==> config.mk <==
export PLATFORM = sky130hd
export DESIGN_NAME = alu_arb
export DESIGN_NICKNAME = d
export VERILOG_FILES = /design/src/rtl/alu_arb.sv
export SDC_FILE = /design/constraint.sdc
export NUM_CORES = 1
export LEC_CHECK = 0
export BUFFER_PORTS_ARGS = -buffer_cell sky130_fd_sc_hd__clkbuf_2
export CELL_PAD_IN_SITES_DETAIL_PLACEMENT = 1
export CELL_PAD_IN_SITES_GLOBAL_PLACEMENT = 1
export CORE_AREA = 2 2 66 68
export DETAILED_ROUTE_END_ITERATION = 10
export DIE_AREA = 0 0 68 70
export PLACE_DENSITY = 0.85
export SYNTH_ARGS = -nofsm -noshare
export SYNTH_HDL_FRONTEND = slang
export SYNTH_HIERARCHICAL = 1
export SYNTH_SLANG_ARGS = --single-unit
==> constraint.sdc <==
create_clock -name i_clk -period 2.2 [get_ports i_clk]
set_input_delay 0.44 -clock i_clk [delete_from_list [all_inputs] [get_ports i_clk]]
set_output_delay 0.44 -clock i_clk [all_outputs]
set_load 0.05 [all_outputs]
==> src/rtl/alu_arb.sv <==
// Round-robin arbiter that shares one combinational ALU between two requesters
// and returns each registered result on a single ID-tagged response channel.
module alu_arb #(
  parameter int BW_DATA = 4
) (
  input  logic               i_clk,
  input  logic               i_rst,
  input  logic               i_req0_valid,
  output logic               o_req0_ready,
  input  logic [BW_DATA-1:0] i_req0_a,
  input  logic [BW_DATA-1:0] i_req0_b,
  input  logic [2:0]         i_req0_f,
  input  logic               i_req1_valid,
  output logic               o_req1_ready,
  input  logic [BW_DATA-1:0] i_req1_a,
  input  logic [BW_DATA-1:0] i_req1_b,
  input  logic [2:0]         i_req1_f,
  output logic               o_rsp_valid,
  input  logic               i_rsp_ready,
  output logic [BW_DATA-1:0] o_rsp_y,
  output logic               o_rsp_cout,
  output logic               o_rsp_id,
  output logic               o_busy
);

  typedef enum logic [1:0] {IDLE, EXEC, RESP} state_t;

  state_t             state, state_nxt;
  logic               ptr;
  logic               grant_id;
  logic               accept;
  logic [BW_DATA-1:0] op_a, op_b;
  logic [2:0]         op_f;
  logic               op_id;
  logic [BW_DATA-1:0] alu_y;
  logic               alu_cout;

  always_ff @(posedge i_clk) begin
    if (i_rst) state <= IDLE;
    else       state <= state_nxt;
  end

  // Ready is granted only in IDLE and only to the winner, so a handshake is
  // implied whenever any request is valid there.
  always_comb begin
    state_nxt    = state;
    accept       = 1'b0;
    grant_id     = ptr;
    o_req0_ready = 1'b0;
    o_req1_ready = 1'b0;
    case (state)
      IDLE: begin
        if (i_req0_valid && !i_req1_valid)      grant_id = 1'b0;
        else if (i_req1_valid && !i_req0_valid) grant_id = 1'b1;
        if (i_req0_valid || i_req1_valid) begin
          accept       = 1'b1;
          o_req0_ready = !grant_id;
          o_req1_ready = grant_id;
          state_nxt    = EXEC;
        end
      end
      EXEC:    state_nxt = RESP;
      RESP:    if (i_rsp_ready) state_nxt = IDLE;
      default: state_nxt = IDLE;
    endcase
  end

  always_ff @(posedge i_clk) begin
    if (i_rst) begin
      ptr         <= 1'b0;
      op_a        <= '0;
      op_b        <= '0;
      op_f        <= '0;
      op_id       <= 1'b0;
      o_rsp_valid <= 1'b0;
      o_rsp_y     <= '0;
      o_rsp_cout  <= 1'b0;
    end else begin
      if (accept) begin
        op_a  <= grant_id ? i_req1_a : i_req0_a;
        op_b  <= grant_id ? i_req1_b : i_req0_b;
        op_f  <= grant_id ? i_req1_f : i_req0_f;
        op_id <= grant_id;
        ptr   <= !grant_id;
      end
      if (state == EXEC) begin
        o_rsp_y     <= alu_y;
        o_rsp_cout  <= alu_cout;
        o_rsp_valid <= 1'b1;
      end else if (state == RESP && i_rsp_ready) begin
        o_rsp_valid <= 1'b0;
      end
    end
  end

  assign o_rsp_id = op_id;
  assign o_busy   = (state != IDLE);

  alu_arb_alu #(.BW_DATA(BW_DATA)) u_alu (
    .a    (op_a),
    .b    (op_b),
    .f    (op_f),
    .y    (alu_y),
    .cout (alu_cout)
  );

endmodule

// Combinational 8-op ALU; carry is produced only by the add function.
module alu_arb_alu #(
  parameter int BW_DATA = 4
) (
  input  logic [BW_DATA-1:0] a,
  input  logic [BW_DATA-1:0] b,
  input  logic [2:0]         f,
  output logic [BW_DATA-1:0] y,
  output logic               cout
);

  always_comb begin
    y    = '0;
    cout = 1'b0;
    case (f)
      3'b000: y = a & b;
      3'b001: y = a | b;
      3'b010: {cout, y} = {1'b0, a} + {1'b0, b};
      3'b011: y = '0;
      3'b100: y = a & ~b;
      3'b101: y = a | ~b;
      3'b110: y = a - b;
      3'b111: y[0] = (a < b);
      default: y = '0;
    endcase
  end

endmodule

==> results of run 1 <==
==> flip-flops by register name, summed over array words and instances (netlist names) <==
name	flops
o_rsp_id	1
o_rsp_cout	1
ptr	1
op_a	4
op_f	3
op_b	4
o_rsp_y	4
o_rsp_valid	1
state	2
==> worst max path at each step <==
| stage | startpoint | endpoint | slack (ns) | cells past startpoint |
|---|---|---|---|---|
| finish | op_a[1] | o_rsp_y[3] | 0.14 | 8 |
| global route | op_b[1] | o_rsp_y[3] | 0.04 | 8 |
| CTS | op_a[1] | o_rsp_y[3] | 0.09 | 8 |
| detailed placement | op_a[1] | o_rsp_y[3] | 0.11 | 8 |
| global placement | op_a[1] | o_rsp_y[3] | 0.17 | 8 |
| floorplan | op_a[1] | o_rsp_y[3] | 0.17 | 8 |
==> kinds of logic after synthesis <==
family          share of synthesized area
simple gates                        0.211
fa+ha+maj                           0.157
buf+inv                            0.0957
flops                               0.275
xor+xnor                          0.00573
mux                                0.0753
compound gates                      0.180
==> power groups by stage <==
| stage | Sequential (mW) | Combinational (mW) | Clock [mW] |
|---|---|---|---|
| final | 0.452 | 0.366 | 0.265 |
| after global routing | 0.459 | 0.408 | 0.289 |
| after CTS | 0.452 | 0.369 | 0.275 |
| after detailed placement | 0.462 | 0.367 | 0 |
| after global placement | 0.456 | 0.359 | 0 |
| after floorplan | 0.471 | 0.263 | 0 |
==> worst register-to-register path, stage by stage, from the launching register on <==
cell	delay, ns
dfxtp_2	0.37
inv_1	0.06
ha_1	0.31
a211o_1	0.30
and3_4	0.18
or3_1	0.31
a41o_1	0.23
mux2i_1	0.13
nor2_1	0.05
==> layout make-up <==
cell class | instances | area (um2)
flip-flops and latches | 21 | 423
multi-input cells | 131 | 962
well taps | 52 | 65.1
fillers | 516 | 2350
clock buffers | 4 | 45.0
inverters | 16 | 62.6
repair buffers | 43 | 233
==> Yosys cell counts (2+ instances only) <==
cell      count  area share
nand2_1       5       0.012
mux2i_1       7       0.046
a21oi_1       4       0.013
a31oi_1      12       0.049
nand2b_1      2      0.0082
inv_1        14       0.034
mux4_2        2       0.029
nor2_1       15       0.037
buf_4         4       0.020
o21ai_0       7       0.023
fa_1          2       0.026
nor3_1        2      0.0065
buf_2         4       0.013
nand3_1      22       0.072
or3_1         2      0.0082
dfxtp_1      21        0.27
clkbuf_1      2      0.0049
nor2b_1       2      0.0082
o21ai_1      11       0.036
ha_1         16        0.13
==> layer usage <==
metal | GRT usage | vias up | routed length [um]
met2 | 0.302 | 29 | 1880
met5 | 0 | - | 0
met3 | 0.0258 | 7 | 142
li1 | - | 703 | -
met4 | 0.0578 | 0 | 57
met1 | 0.240 | 663 | 1790
==> through the flow <==
step / cells / total power, mW / utilization
finish: 267 / 1.08 / 0.432
global route: 267 / 1.16 / 0.432
CTS: 267 / 1.10 / 0.431
detailed placement: 263 / 0.829 / 0.421
global placement: 263 / 0.815 / 0.421
floorplan: 180 / 0.733 / -
==> summary.txt, run 1 <==
Run status
  – Status: complete, no violations

Clock network
  – Post-CTS setup repair buffer count: 0
  – Cts hold-fix bufs: 0
  – Clk sinks: 21
  – Post-CTS sizing: 0
  – Reg clk slew, reported paths: 0.08 ns
  – Clk_lat worst skew: 0.26 ns
  – CTS tree: built
  – Root buf cell: clkbuf_8
  – H-tree levels: 1
  – CTS Buffer Depth: 2
  – CTS Buf Count: 3

Timing
  – RSZ-0062 raised after global routing: false
  – Final hold violation count: 0
  – Fmax achieved: 0.486 GHz
  – Slew Limit Fails: 0
  – Final min period: 2.06 ns
  – Tcrit/Tclk final: 0.936
  – Slew headroom: 0.609
  – # setup viols final: 0
  – Worst hold slack: 0.413 ns
  – Worst setup margin: 0.141 ns
  – Final Skew: 0.00214 ns
  – Worst Max-Slew Pin Slew: 0.585 ns
  – Setup Total Neg Slack: 0 ns

Synth
  – Post-synth EDFFs: 0
  – Async S/R FF share, synth: 0
  – Mapped Area: 1530 um2
  – Distinct cells, synth: 44
  – Flops & latches, synth: 21
  – Primary FF master, synth: dfxtp_1
  – Mapped Nets: 225
  – Avg Cell Area, Syn: 8.49 um2
  – Post-synthesis sequential area ratio: 0.275
  – Syn Inst Count: 180
  – Ys Warns: 6

Setup path
  – CP max-delay cell: dfxtp_2
  – Minimum setup slack among reg-to-reg paths: 0.14 ns
  – Worst setup path class: flip-flop to flip-flop
  – Cell family contributing the most delay on the critical path: simple AND/OR/NAND/NOR gates
  – Critical path capture point type: flip-flop
  – Worst Path Arrival: 2.21 ns
  – CP max stage delay: 0.37 ns
  – WP buf/inv: 1
  – Critical Path RT: 2.35 ns
  – Crit Path Max Fanout: 4
  – CP Cell Sequence: inv_1 -> ha_1 -> a211o_1 -> and3_4 -> or3_1 -> a41o_1 -> mux2i_1 -> nor2_1
  – R2R Path Start: op_a[1]
  – R2r worst-path depth: 8
  – R2R Path End: o_rsp_y[3]
  – Crit start category: flip-flop

Floorplanning
  – Core ar.: 4140 um2
  – Ports: 37
  – Die Height: 70 um
  – Area of the die: 4760 um2
  – Num rows: 24
  – Initial Util: 0.369
  – Width of the die: 68 um

Place
  – Detailed Place HPWL: 3020 um
  – Setup Slack @ Placement: 0.115 ns
  – GP Congestion: 0.859
  – Placed cell area: 1740 um2
  – PortBufs: 36

GRT
  – First-pass GRT wire length: 6720 um
  – Grt total ovfl: 0
  – Initial antenna violation count: 0
  – GRT Util Overall: 0.182
  – Vias in the first global route: 1431
  – Largest net degree at the start of global routing: 22

Pwr
  – Gate power share: 0.338
  – Switch share: 0.367
  – P per Cell Area: 605 nW/um2
  – LEAKAGE: 0.772 nW
  – Int Pwr: 0.686 mW
  – Clock share of power: 0.245
  – Flop pwr share: 0.417
  – Switch Pwr: 0.397 mW
  – Max VDD drop: 0.000245 V

Finish
  – Commonest non-fill, non-tap cell in the layout: clkbuf_2
  – Share of cells above drive strength 1: 0.279
  – Area Overhead vs Synth: 17.1%
  – Most frequent cells in the layout: 36 x clkbuf_2, 22 x nand3_1, 19 x dfxtp_1
  – Final #Nets: 261
  – Finished Cell Area: 1790 um2
  – Ant diodes: 0

Hold path
  – Hold Path Sink: op_a[1]
  – Worst Hold Class: primary input to flip-flop
  – Worst hold stages: 3
  – Worst hold start: i_req1_a[1]

Routing
  – Drt total wl: 3880 um
  – Wirelength per Cell: 14.5 um
  – Via-to-Cell Ratio: 5.25
  – Pre-antenna DRT Iters: 4
  – Initial DRC count: 28
  – Routed Antenna Nets: 0
  – Total number of vias: 1402
  – DRC Markers: 0

Job
  – Max cap viols: 0
Note: power is estimated with default switching activity, not from simulation.
==> run 2, diff against run 1 <==
--- a/config.mk
+++ b/config.mk
@@ -12,6 +12,7 @@
 export DETAILED_ROUTE_END_ITERATION = 10
 export DIE_AREA = 0 0 68 70
 export PLACE_DENSITY = 0.85
+export RECOVER_POWER = 100
 export SYNTH_ARGS = -nofsm -noshare
 export SYNTH_HDL_FRONTEND = slang
 export SYNTH_HIERARCHICAL = 1
==> summary.txt, run 2 (synthesized netlist as in run 1, its figures left out) <==
Place
  – GP Congestion: 0.859
  – PortBufs: 36
  – Placed cell area: 1740 um2
  – Detailed Place HPWL: 3020 um
  – Setup Slack @ Placement: 0.115 ns
  – Placed insts: 263

Clock network
  – Cts hold-fix bufs: 0
  – H-tree levels: 1
  – Clk sinks: 21
  – CTS Buffer Depth: 2
  – Post-CTS sizing: 0
  – CTS Buf Count: 3
  – Post-CTS setup repair buffer count: 0
  – Root buf cell: clkbuf_8
  – Reg clk slew, reported paths: 0.08 ns
  – Clk_lat worst skew: 0.26 ns
  – CTS tree: built

GRT
  – First-pass GRT wire length: 6720 um
  – Vias in the first global route: 1431
  – Initial antenna violation count: 0
  – GRT Util Overall: 0.182
  – Largest net degree at the start of global routing: 22
  – Grt total ovfl: 0

Setup path
  – Worst setup path class: flip-flop to flip-flop
  – Crit Path Max Fanout: 4
  – Worst Path Arrival: 2.21 ns
  – Crit start category: flip-flop
  – Critical path capture point type: flip-flop
  – Critical Path RT: 2.35 ns
  – Minimum setup slack among reg-to-reg paths: 0.14 ns

Timing
  – Slew Limit Fails: 0
  – RSZ-0062 raised after global routing: false
  – Final Skew: 0.00148 ns
  – Slew headroom: 0.527
  – Final min period: 2.06 ns
  – Final hold violation count: 0
  – Setup Total Neg Slack: 0 ns
  – Tcrit/Tclk final: 0.937
  – Worst hold slack: 0.415 ns
  – Worst Max-Slew Pin Slew: 0.708 ns
  – Worst setup margin: 0.140 ns
  – Fmax achieved: 0.485 GHz
  – # setup viols final: 0

Routing
  – Drt total wl: 3880 um
  – Met3 wire length: 158 um
  – Initial DRC count: 38
  – Pre-antenna DRT Iters: 4
  – Wirelength per Cell: 14.5 um
  – Total number of vias: 1402
  – Via-to-Cell Ratio: 5.25
  – WL met2: 1890 um
  – Top sig layer: met4
  – DRC Markers: 0
  – Metal-1 WL: 1770 um
  – Routed Antenna Nets: 0

Floorplanning
  – Die Height: 70 um
  – Ports: 37
  – Num rows: 24
  – Width of the die: 68 um
  – Initial Util: 0.369
  – Area of the die: 4760 um2
  – Core ar.: 4140 um2

Pwr
  – Max VDD drop: 0.000244 V
  – P per Cell Area: 608 nW/um2
  – Power, Total: 1.08 mW
  – LEAKAGE: 0.748 nW

Finish
  – Area Overhead vs Synth: 15.7%
  – Most frequent cells in the layout: 29 x clkbuf_2, 22 x nand3_1, 19 x dfxtp_1
  – Finished Layout Cells: 267
  – Fin util: 0.427
  – Share of cells above drive strength 1: 0.233
  – Finished Cell Area: 1770 um2
  – Commonest non-fill, non-tap cell in the layout: clkbuf_2
  – Final #Nets: 261
  – Ant diodes: 0
  – # fillers: 519
  – Top Registers: o_rsp_y (4), op_a (4), op_b (4)

Hold path
  – Worst Hold Class: primary input to flip-flop

Run status
  – Status: complete, no violations

Job
  – Max cap viols: 0
==> run 2: critical path: stages, from the launching register on <==
cell     delay (ns)
dfxtp_2        0.37
inv_1          0.06
ha_1           0.31
a211o_1        0.29
and3_1         0.19
or3_1          0.32
a41o_1         0.23
mux2i_1        0.13
nor2_1         0.05
==> run 2: layer usage <==
metal,track usage,up-vias
met3,0.0258,7
met4,0.0578,0
li1,-,701
met5,0,-
met2,0.302,32
met1,0.240,662
==> run 2: final timing paths <==
check	startpoint	to	cells after the start
max	op_a[1]	o_rsp_y[3]	8
min	i_req1_a[0]	op_a[0]	3
max reg2reg	op_a[1]	o_rsp_y[3]	8
min reg2reg	o_rsp_y[0]	o_rsp_y[0]	2
==> run 2: area by class of cell <==
cell class	instances	area [um2]	share of cell area
Multi-Input combinational cell	131	950	0.537
Sequential cell	21	423	0.239
Timing Repair Buffer	43	224	0.127
Tap cell	52	65.1	0.0368
Inverter	16	62.6	0.0354
Clock buffer	4	45.0	0.0255
==> run 2: power breakdown <==
| part | total (mW) | internal (mW) | leakage (nW) | switching [mW] |
|---|---|---|---|---|
| registers | 0.451 | 0.413 | 0.173 | 0.0386 |
| logic | 0.358 | 0.139 | 0.553 | 0.218 |
| clock network | 0.266 | 0.129 | 0.0228 | 0.137 |
==> run 3, diff against run 2 <==
--- a/config.mk
+++ b/config.mk
@@ -8,9 +8,9 @@
 export BUFFER_PORTS_ARGS = -buffer_cell sky130_fd_sc_hd__clkbuf_2
 export CELL_PAD_IN_SITES_DETAIL_PLACEMENT = 1
 export CELL_PAD_IN_SITES_GLOBAL_PLACEMENT = 1
-export CORE_AREA = 2 2 66 68
+export CORE_AREA = 2 2 56 80
 export DETAILED_ROUTE_END_ITERATION = 10
-export DIE_AREA = 0 0 68 70
+export DIE_AREA = 0 0 58 82
 export PLACE_DENSITY = 0.85
 export RECOVER_POWER = 100
 export SYNTH_ARGS = -nofsm -noshare
==> summary.txt, run 3 (synthesized netlist as in run 1, its figures left out) <==
Run status
  – Status: complete, no violations

Timing
  – Worst hold slack: 0.421 ns
  – RSZ-0062 raised after global routing: false
  – Slew headroom: 0.380
  – Setup Total Neg Slack: 0 ns
  – Slew Limit Fails: 0
  – Worst Max-Slew Pin Slew: 0.927 ns
  – Final Skew: 0.00342 ns
  – Final min period: 2.12 ns
  – Tcrit/Tclk final: 0.965
  – Final hold violation count: 0
  – # setup viols final: 0
  – Fmax achieved: 0.471 GHz

Setup path
  – Worst setup path class: flip-flop to flip-flop
  – Crit start category: flip-flop
  – Worst Path Arrival: 2.26 ns
  – Critical path capture point type: flip-flop
  – Critical Path RT: 2.34 ns
  – R2r worst-path depth: 8
  – Crit Path Max Fanout: 4
  – Minimum setup slack among reg-to-reg paths: 0.08 ns

Finish
  – Fin util: 0.432
  – Finished Cell Area: 1760 um2
  – Most frequent cells in the layout: 25 x clkbuf_2, 22 x nand3_1, 19 x dfxtp_1
  – Ant diodes: 0
  – Share of cells above drive strength 1: 0.203
  – Final #Nets: 263
  – Top Registers: o_rsp_y (4), op_a (4), op_b (4)
  – Commonest non-fill, non-tap cell in the layout: clkbuf_2
  – Area Overhead vs Synth: 14.9%
  – # fillers: 529

Clock network
  – CTS Buffer Depth: 2
  – Clk_lat worst skew: 0.26 ns
  – Clk sinks: 21
  – H-tree levels: 1
  – Post-CTS setup repair buffer count: 0
  – CTS Buf Count: 3
  – CTS tree: built
  – Root buf cell: clkbuf_8
  – Reg clk slew, reported paths: 0.08 ns

Floorplanning
  – Area of the die: 4760 um2
  – Initial Util: 0.376
  – Core ar.: 4060 um2
  – Num rows: 28
  – Die Height: 82 um
  – Ports: 37
  – Width of the die: 58 um

Pwr
  – Switch share: 0.370
  – Flop pwr share: 0.417
  – Max VDD drop: 0.000432 V
  – LEAKAGE: 0.736 nW
  – Clock share of power: 0.242
  – P per Cell Area: 613 nW/um2
  – Gate power share: 0.340
  – Switch Pwr: 0.398 mW
  – Power, Total: 1.08 mW
  – Int Pwr: 0.679 mW

Routing
  – Drt total wl: 4230 um
  – Pre-antenna DRT Iters: 4
  – Total number of vias: 1450
  – Routed Antenna Nets: 0
  – Initial DRC count: 37
  – Wirelength per Cell: 16.1 um
  – Via-to-Cell Ratio: 5.53
  – DRC Markers: 0

GRT
  – GRT Util Overall: 0.196
  – Grt total ovfl: 0
  – Largest net degree at the start of global routing: 22
  – First-pass GRT wire length: 7160 um
  – Vias in the first global route: 1534
  – Initial antenna violation count: 0

Place
  – GP Congestion: 0.907
  – Detailed Place HPWL: 3270 um
  – Placed cell area: 1750 um2
  – PortBufs: 36

Hold path
  – Worst hold stages: 3
  – Worst Hold Class: primary input to flip-flop

Job
  – Max cap viols: 0
-- run 3: cell count changes in the layout (fill, tap and decap cells not counted) --
cell       delta
a2111oi_1     +1
nor3b_1       +1
nor2_1        +1
nor3b_2       -1
nor2_2        -1
clkbuf_2      -4
clkbuf_1      +6
o21ai_0       -7
a2111oi_0     -1
o21ai_1       +7
-- run 3: through the flow --
step / std cells / worst slack [ns]
5_1_grt: 262 / 0.0103
4_1_cts: 262 / 0.0792
3_5_place_dp: 258 / 0.0907
2_1_floorplan: 180 / 0.174
3_3_place_gp: 258 / 0.142
6_report: 262 / 0.0768
-- run 3: final timing paths --
check                                 start          to
worst max-delay path                op_a[1]  o_rsp_y[3]
worst min-delay path            i_req1_f[0]     op_f[0]
worst max register to register      op_a[1]  o_rsp_y[3]
worst min register to register   o_rsp_y[0]  o_rsp_y[0]
-- run 3: power by group through the flow --
stage	clock, mW	combinational, mW	sequential [mW]
after global placement	0	0.367	0.456
after floorplan	0	0.263	0.471
final	0.261	0.366	0.450
after global routing	0.283	0.404	0.456
after CTS	0.267	0.379	0.451
after detailed placement	0	0.374	0.459
-- run 3: area by class of cell --
type                    count  area (um2)  area share
clock buffers               4        45.0      0.0256
inverters                  16        62.6      0.0356
multi-input cells         131         943       0.537
flip-flops and latches     21         423       0.241
well taps                  45        56.3      0.0321
repair buffers             45         226       0.129
-- run 3: routing by layer --
layer / track usage / vias up / wire length, um
li1: - / 708 / -
met1: 0.212 / 706 / 1660
met2: 0.383 / 32 / 2390
met3: 0.0252 / 4 / 134
met4: 0.0674 / 0 / 46
met5: 0 / - / 0
-- run 3: repair_timing --
item                                   CTS  global route
hold buffers                             0             0
endpoints found under the hold margin    0             0
setup endpoints to repair                0             1
gates resized for setup                  0             3
-- run 3: critical path, stage by stage (launching register included) --
cell and delay (ns):
dfxtp_1 0.38, inv_1 0.10, ha_1 0.32, a211o_1 0.29
and3_1 0.19, or3_1 0.31, a41o_1 0.23, mux2i_1 0.13
nor2_1 0.05
